`src/rtl/capture_controller.sv`:
```
// capture_controller
// Sequences a sample capture into the sample SRAM and reads it back out to
// the transmitter.
//   arm      : snapshot configuration and start streaming samples (IDLE only)
//   run      : trigger level; after it, cfg_fwd+1 more samples are stored,
//              the last marked with mwr_tlast
//   readback : cfg_rd+1 words are read from memory and handed to the
//              transmitter one at a time over tx_tvalid/tx_tready
// Ports:
//   clk, rst                 clock, synchronous active-high reset
//   cfg_wr, cfg_fwd, cfg_rd  configuration load strobe and counts (minus one)
//   arm, abort, run          control inputs
//   sti_tvalid, sti_tdata    sample stream in
//   mwr_tvalid/tlast/tdata   memory write port (registered)
//   mrd_tready               one-cycle pulse stepping the memory read address
//   mrd_tvalid/tkeep/tdata   memory read data
//   tx_tvalid/tkeep/tdata    word to transmitter, tx_tready accepts it
//   busy, done               status; done pulses once at end of read-back
module capture_controller #(
    parameter int unsigned MDW = 32,
    parameter int unsigned CW  = 16,
    parameter int unsigned MRL = 2
) (
    input  logic            clk,
    input  logic            rst,
    input  logic            cfg_wr,
    input  logic [CW-1:0]   cfg_fwd,
    input  logic [CW-1:0]   cfg_rd,
    input  logic            arm,
    input  logic            abort,
    input  logic            run,
    input  logic            sti_tvalid,
    input  logic [MDW-1:0]  sti_tdata,
    output logic            mwr_tvalid,
    output logic            mwr_tlast,
    output logic [MDW-1:0]  mwr_tdata,
    output logic            mrd_tready,
    input  logic            mrd_tvalid,
    input  logic [3:0]      mrd_tkeep,
    input  logic [MDW-1:0]  mrd_tdata,
    output logic            tx_tvalid,
    output logic [3:0]      tx_tkeep,
    output logic [MDW-1:0]  tx_tdata,
    input  logic            tx_tready,
    output logic            busy,
    output logic            done
);

    localparam int unsigned LW = (MRL > 1) ? $clog2(MRL) : 1;
    localparam logic [LW-1:0] LAT_LOAD = LW'(MRL - 1);

    typedef enum logic [2:0] {
        ST_IDLE,
        ST_SAMPLE,
        ST_DELAY,
        ST_RDWAIT,
        ST_TX
    } state_t;

    state_t          state, state_d;
    logic [CW-1:0]   fwd_cfg, fwd_cfg_d;
    logic [CW-1:0]   rd_cfg, rd_cfg_d;
    logic [CW-1:0]   fwd_left, fwd_left_d;
    logic [CW-1:0]   rd_left, rd_left_d;
    logic [LW-1:0]   lat_cnt, lat_cnt_d;
    logic            mwr_tvalid_d;
    logic            mwr_tlast_d;
    logic [MDW-1:0]  mwr_tdata_d;
    logic            mrd_tready_d;
    logic            tx_tvalid_d;
    logic [3:0]      tx_tkeep_d;
    logic [MDW-1:0]  tx_tdata_d;
    logic            busy_d;
    logic            done_d;

    // Read data is captured purely on the fixed memory latency.
    logic            unused_mrd_tvalid;
    assign unused_mrd_tvalid = mrd_tvalid;

    // State, counters and registered outputs.
    always_ff @(posedge clk) begin
        if (rst) begin
            state      <= ST_IDLE;
            fwd_cfg    <= '0;
            rd_cfg     <= '0;
            fwd_left   <= '0;
            rd_left    <= '0;
            lat_cnt    <= '0;
            mwr_tvalid <= 1'b0;
            mwr_tlast  <= 1'b0;
            mwr_tdata  <= '0;
            mrd_tready <= 1'b0;
            tx_tvalid  <= 1'b0;
            tx_tkeep   <= '0;
            tx_tdata   <= '0;
            busy       <= 1'b0;
            done       <= 1'b0;
        end else begin
            state      <= state_d;
            fwd_cfg    <= fwd_cfg_d;
            rd_cfg     <= rd_cfg_d;
            fwd_left   <= fwd_left_d;
            rd_left    <= rd_left_d;
            lat_cnt    <= lat_cnt_d;
            mwr_tvalid <= mwr_tvalid_d;
            mwr_tlast  <= mwr_tlast_d;
            mwr_tdata  <= mwr_tdata_d;
            mrd_tready <= mrd_tready_d;
            tx_tvalid  <= tx_tvalid_d;
            tx_tkeep   <= tx_tkeep_d;
            tx_tdata   <= tx_tdata_d;
            busy       <= busy_d;
            done       <= done_d;
        end
    end

    // Next-state and next-output logic.
    always_comb begin
        state_d      = state;
        fwd_cfg_d    = fwd_cfg;
        rd_cfg_d     = rd_cfg;
        fwd_left_d   = fwd_left;
        rd_left_d    = rd_left;
        lat_cnt_d    = lat_cnt;
        mwr_tvalid_d = 1'b0;
        mwr_tlast_d  = 1'b0;
        mwr_tdata_d  = mwr_tdata;
        mrd_tready_d = 1'b0;
        tx_tvalid_d  = tx_tvalid;
        tx_tkeep_d   = tx_tkeep;
        tx_tdata_d   = tx_tdata;
        done_d       = 1'b0;

        // Configuration only feeds the working counters at arm time.
        if (cfg_wr) begin
            fwd_cfg_d = cfg_fwd;
            rd_cfg_d  = cfg_rd;
        end

        if (abort && (state != ST_IDLE)) begin
            // Abort wins over any sample, trigger or handshake this cycle.
            state_d     = ST_IDLE;
            tx_tvalid_d = 1'b0;
        end else begin
            unique case (state)
                ST_IDLE: begin
                    if (arm) begin
                        state_d    = ST_SAMPLE;
                        fwd_left_d = fwd_cfg;
                        rd_left_d  = rd_cfg;
                    end
                end

                ST_SAMPLE: begin
                    // A sample coinciding with the trigger is pre-trigger.
                    if (sti_tvalid) begin
                        mwr_tvalid_d = 1'b1;
                        mwr_tdata_d  = sti_tdata;
                    end
                    if (run) begin
                        state_d = ST_DELAY;
                    end
                end

                ST_DELAY: begin
                    if (sti_tvalid) begin
                        mwr_tvalid_d = 1'b1;
                        mwr_tdata_d  = sti_tdata;
                        if (fwd_left == '0) begin
                            mwr_tlast_d = 1'b1;
                            lat_cnt_d   = LAT_LOAD;
                            state_d     = ST_RDWAIT;
                        end else begin
                            fwd_left_d = fwd_left - CW'(1);
                        end
                    end
                end

                ST_RDWAIT: begin
                    // Address is held; wait out the memory read latency.
                    if (lat_cnt == '0) begin
                        tx_tvalid_d = 1'b1;
                        tx_tdata_d  = mrd_tdata;
                        tx_tkeep_d  = mrd_tkeep;
                        state_d     = ST_TX;
                    end else begin
                        lat_cnt_d = lat_cnt - LW'(1);
                    end
                end

                ST_TX: begin
                    if (tx_tready) begin
                        tx_tvalid_d = 1'b0;
                        if (rd_left == '0) begin
                            done_d  = 1'b1;
                            state_d = ST_IDLE;
                        end else begin
                            rd_left_d    = rd_left - CW'(1);
                            mrd_tready_d = 1'b1;
                            lat_cnt_d    = LAT_LOAD;
                            state_d      = ST_RDWAIT;
                        end
                    end
                end

                default: begin
                    state_d = ST_IDLE;
                end
            endcase
        end

        busy_d = (state_d != ST_IDLE);
    end

endmodule

```
`config.mk`:
```
export PLATFORM = sky130hd
export DESIGN_NAME = capture_controller
export DESIGN_NICKNAME = d
export VERILOG_FILES = /design/src/rtl/capture_controller.sv
export SDC_FILE = /design/constraint.sdc
export NUM_CORES = 1
export LEC_CHECK = 0
export ABC_CLOCK_PERIOD_IN_PS = 2600
export CORE_MARGIN = 4
export CORE_UTILIZATION = 47
export DETAILED_ROUTE_END_ITERATION = 6
export GPL_ROUTABILITY_DRIVEN = 0
export HOLD_SLACK_MARGIN = 0.1
export PLACE_DENSITY = 0.8
export SLEW_MARGIN = 10
export SYNTH_ARGS = -nofsm -noshare
export SYNTH_HDL_FRONTEND = slang
export SYNTH_SLANG_ARGS = --single-unit
```
`constraint.sdc`:
```
create_clock -name clk -period 2.6 [get_ports clk]
set_input_delay 0.39 -clock clk [delete_from_list [all_inputs] [get_ports clk]]
set_output_delay 0.39 -clock clk [all_outputs]
set_load 0.02 [all_outputs]
```
==> summary.md <==
| Metric | Value |
|---|---|
| Outcome | `completed` |
| Crit path max fanout | `5` |
| FF+latch count, synth | `142` |
| Die Span X | `121 um` |
| Critical path's top delay family | `simple AND/OR/NAND/NOR gates` |
| Die Y | `121 um` |
| Area Overhead vs Synth | `43.8%` |
| Post-synth top cells | `nand2_1, dfxtp_1, a21oi_1` |
| Max Fclk | `421 MHz` |
| Setup TNS | `0 ns` |
| Vias | `5876` |
| Final wirelength | `16.6 mm` |
| CP arrival | `2.67 ns` |
| CTS sink count | `142` |
| Max_slew headroom | `0.573` |
| Clock root cell | `clkbuf_16` |
| Critical Path Source Type | `flop` |
| Final critical-path share of the clock period | `0.914` |
| Hpwl dp | `11.8 mm` |
| H-tree Lvls | `4` |
| Setup CP Type | `reg2reg` |
| Most frequent cell after synthesis | `nand2_1` |
| DRT iter0 DRCs | `381` |
| Cells after Synth | `749` |
| Unrepaired setup endpoints after global routing | `no` |
| Clock buffer depth | `2` |
| Synthesized cell area | `5970 sq um` |
| Buf/Inv on CP | `1` |
| Start of the worst register-to-register path | `rd_left[0]` |
| Path length in cells of the critical path | `7` |
| Seq/Total Area, Yosys | `0.476` |
| Crit path capture type | `flop` |
| Max-slew violation count | `0` |
| Flop-to-flop setup slack | `0.22 ns` |
| Core area | `12200 sq um` |
| Final Critical Period | `2.38 ns` |
| First-pass GRT wire length | `26.9 mm` |
| ANT nets after route | `0` |
| DRC viols | `0` |
| Pwr/cell area | `670 nW/um^2` |
| Worst Hold Class | `reg2reg` |
| Reg clk slew, reported paths | `0.06 ns` |
| Max Cap Viol | `0` |
| Setup crit start | `rd_left[0]` |
| Post-layout nets | `1027` |
| DIE AREA | `14600 sq um` |
| Peak VDD IR | `462 uV` |
| Mapped Nets | `860` |
| Via density | `5.36` |
| Fin util | `0.703` |
| Final hold vios | `0` |
| Top FF cell, synth | `dfxtp_1` |
| Post-synth top area share | `0.476` |
| Row cnt | `40` |
| Grt ovf | `0` |
| Largest net degree at the start of global routing | `60` |
| Ratio of cells with drive above 1 in the final layout | `0.0775` |
| Clock Skews | `0.00532 ns` |
| Vias in the first global route | `5637` |
| Crit-path cells | `inv_1, ha_1, or4b_1, or3_1, o41a_1, o21ai_0, a21oi_1` |
| Initial antenna violation count | `0` |
| CTS tree | `built` |
| Setup crit end | `rd_left[10]` |
| Area of the multi-input gates | `2900 sq um` |
| FF/Latch Area | `2840 sq um` |
| Ys Warns | `0` |
| Slowest cell on crit path | `or4b_1` |
| Leak | `3.09 nW` |
| # Post-CTS Setup Buffers | `0` |
| Clock Latency Late Sink | `0.41 ns` |
| Slowest stage delay, CP | `0.58 ns` |
| FF-to-FF path depth | `7` |
| IO buf count | `181` |
| Post-synth EDFFs | `0` |
| Num CTS Buffers | `17` |
| Tot GR Track Use | `0.225` |
| Distinct cells, synth | `52` |
| Starting Density | `0.489` |
| Ranking of synthesized cells by area | `dfxtp_1, nand2_1, a21oi_1` |
| Syn avg cell area | `7.97 sq um` |
| Asr flop ratio synth | `0` |
| Ant diodes | `0` |
| Drt pass-1 iters | `6` |
| Worst hold margin | `0.452 ns` |
| IO Pins | `183` |
| Worst-margin pin slew | `0.640 ns` |
| Hold Buf Count CTS | `0` |
| Setup-failing EPs final | `0` |
| Layout fillers | `1010` |
| CP Data Required Time | `2.90 ns` |
| Wire per inst | `15.2 um` |
| R2R Path End | `rd_left[10]` |
| Cell taking the most area after synthesis | `dfxtp_1` |
tightest hold or removal path, cell delays in order (launching register included):
cell and delay (ns):
dfxtp_1 0.30, nand2_1 0.05, a21oi_1 0.05
per-stage QoR:
stage | setup WS, ns | power [W] | instance area [sq um] | instances
3_3_place_gp | 0.258 | 0.00319 | 7950 | 1065
6_report | 0.224 | 0.00576 | 8590 | 1097
4_1_cts | 0.176 | 0.00579 | 8580 | 1097
3_5_place_dp | 0.186 | 0.00322 | 7950 | 1065
2_1_floorplan | 0.474 | 0.00285 | 5970 | 749
5_1_grt | 0.0304 | 0.00598 | 8590 | 1097
timing repair:
item | in CTS | in global routing
endpoints found under the hold margin | 0 | 0
resized for setup | 0 | 1
setup endpoints to repair | 0 | 11
how the worst min path moves through the flow:
stage / start / endpoint / cells past startpoint
2_1_floorplan: fwd_left[6] / fwd_left[6] / 2
3_3_place_gp: tx_tdata[23] / tx_tdata[23] / 2
3_5_place_dp: tx_tdata[31] / tx_tdata[31] / 2
4_1_cts: tx_tdata[31] / tx_tdata[31] / 2
5_1_grt: mwr_tdata[2] / mwr_tdata[2] / 2
6_report: tx_tdata[17] / tx_tdata[17] / 2
flip-flops by register name (all words and copies together), names as in the netlist:
register    flops
mrd_tready      1
fwd_left       16
mwr_tvalid      1
mwr_tlast       1
tx_tvalid       1
rd_cfg         16
tx_tdata       32
busy            1
lat_cnt         1
tx_tkeep        4
fwd_cfg        16
mwr_tdata      32
done            1
state           3
rd_left        16
cells by family (layout without fill, tap and decap cells):
family	count (synthesis)	after routing	synth area share
compound gates	192	192	0.187
flops	142	142	0.476
mux	32	32	0.0536
xor+xnor	1	1	0.00147
buf+inv	61	241	0.0406
simple gates	319	319	0.237
fa+ha+maj	2	2	0.00419
cell usage in the layout (no fill, tap or decap), drive strengths merged, types with 10 or more instances in the layout:
master / synthesis / routed
nand2: 180 / 180
clkdlybuf4s50: 0 / 179
dfxtp: 142 / 142
a21oi: 113 / 113
nor2: 64 / 64
o21ai: 40 / 40
mux2i: 32 / 32
buf: 9 / 23
clkbuf: 45 / 21
nor3: 12 / 12
or4: 10 / 10
cell type report:
| class | count | area share |
|---|---|---|
| Tap cell | 168 | 0.0245 |
| Timing Repair Buffer | 202 | 0.230 |
| Clock inverter | 11 | 0.0189 |
| Sequential cell | 142 | 0.331 |
| Multi-Input combinational cell | 546 | 0.338 |
| Inverter | 7 | 0.00306 |
| Clock buffer | 21 | 0.0548 |
layer usage:
layer	vias up	track usage	share of wire
li1	2894	-	-
met1	2730	0.269	0.40
met2	216	0.390	0.50
met3	36	0.0529	0.068
met4	0	0.0921	0.026
met5	-	0	0
power breakdown:
group          internal (W)  leakage (nW)  switching (W)
combinational      0.000406          1.63       0.000456
sequential          0.00227          1.15      0.0000616
clock               0.00167         0.305       0.000892
Power figures use the tool's default switching activity.
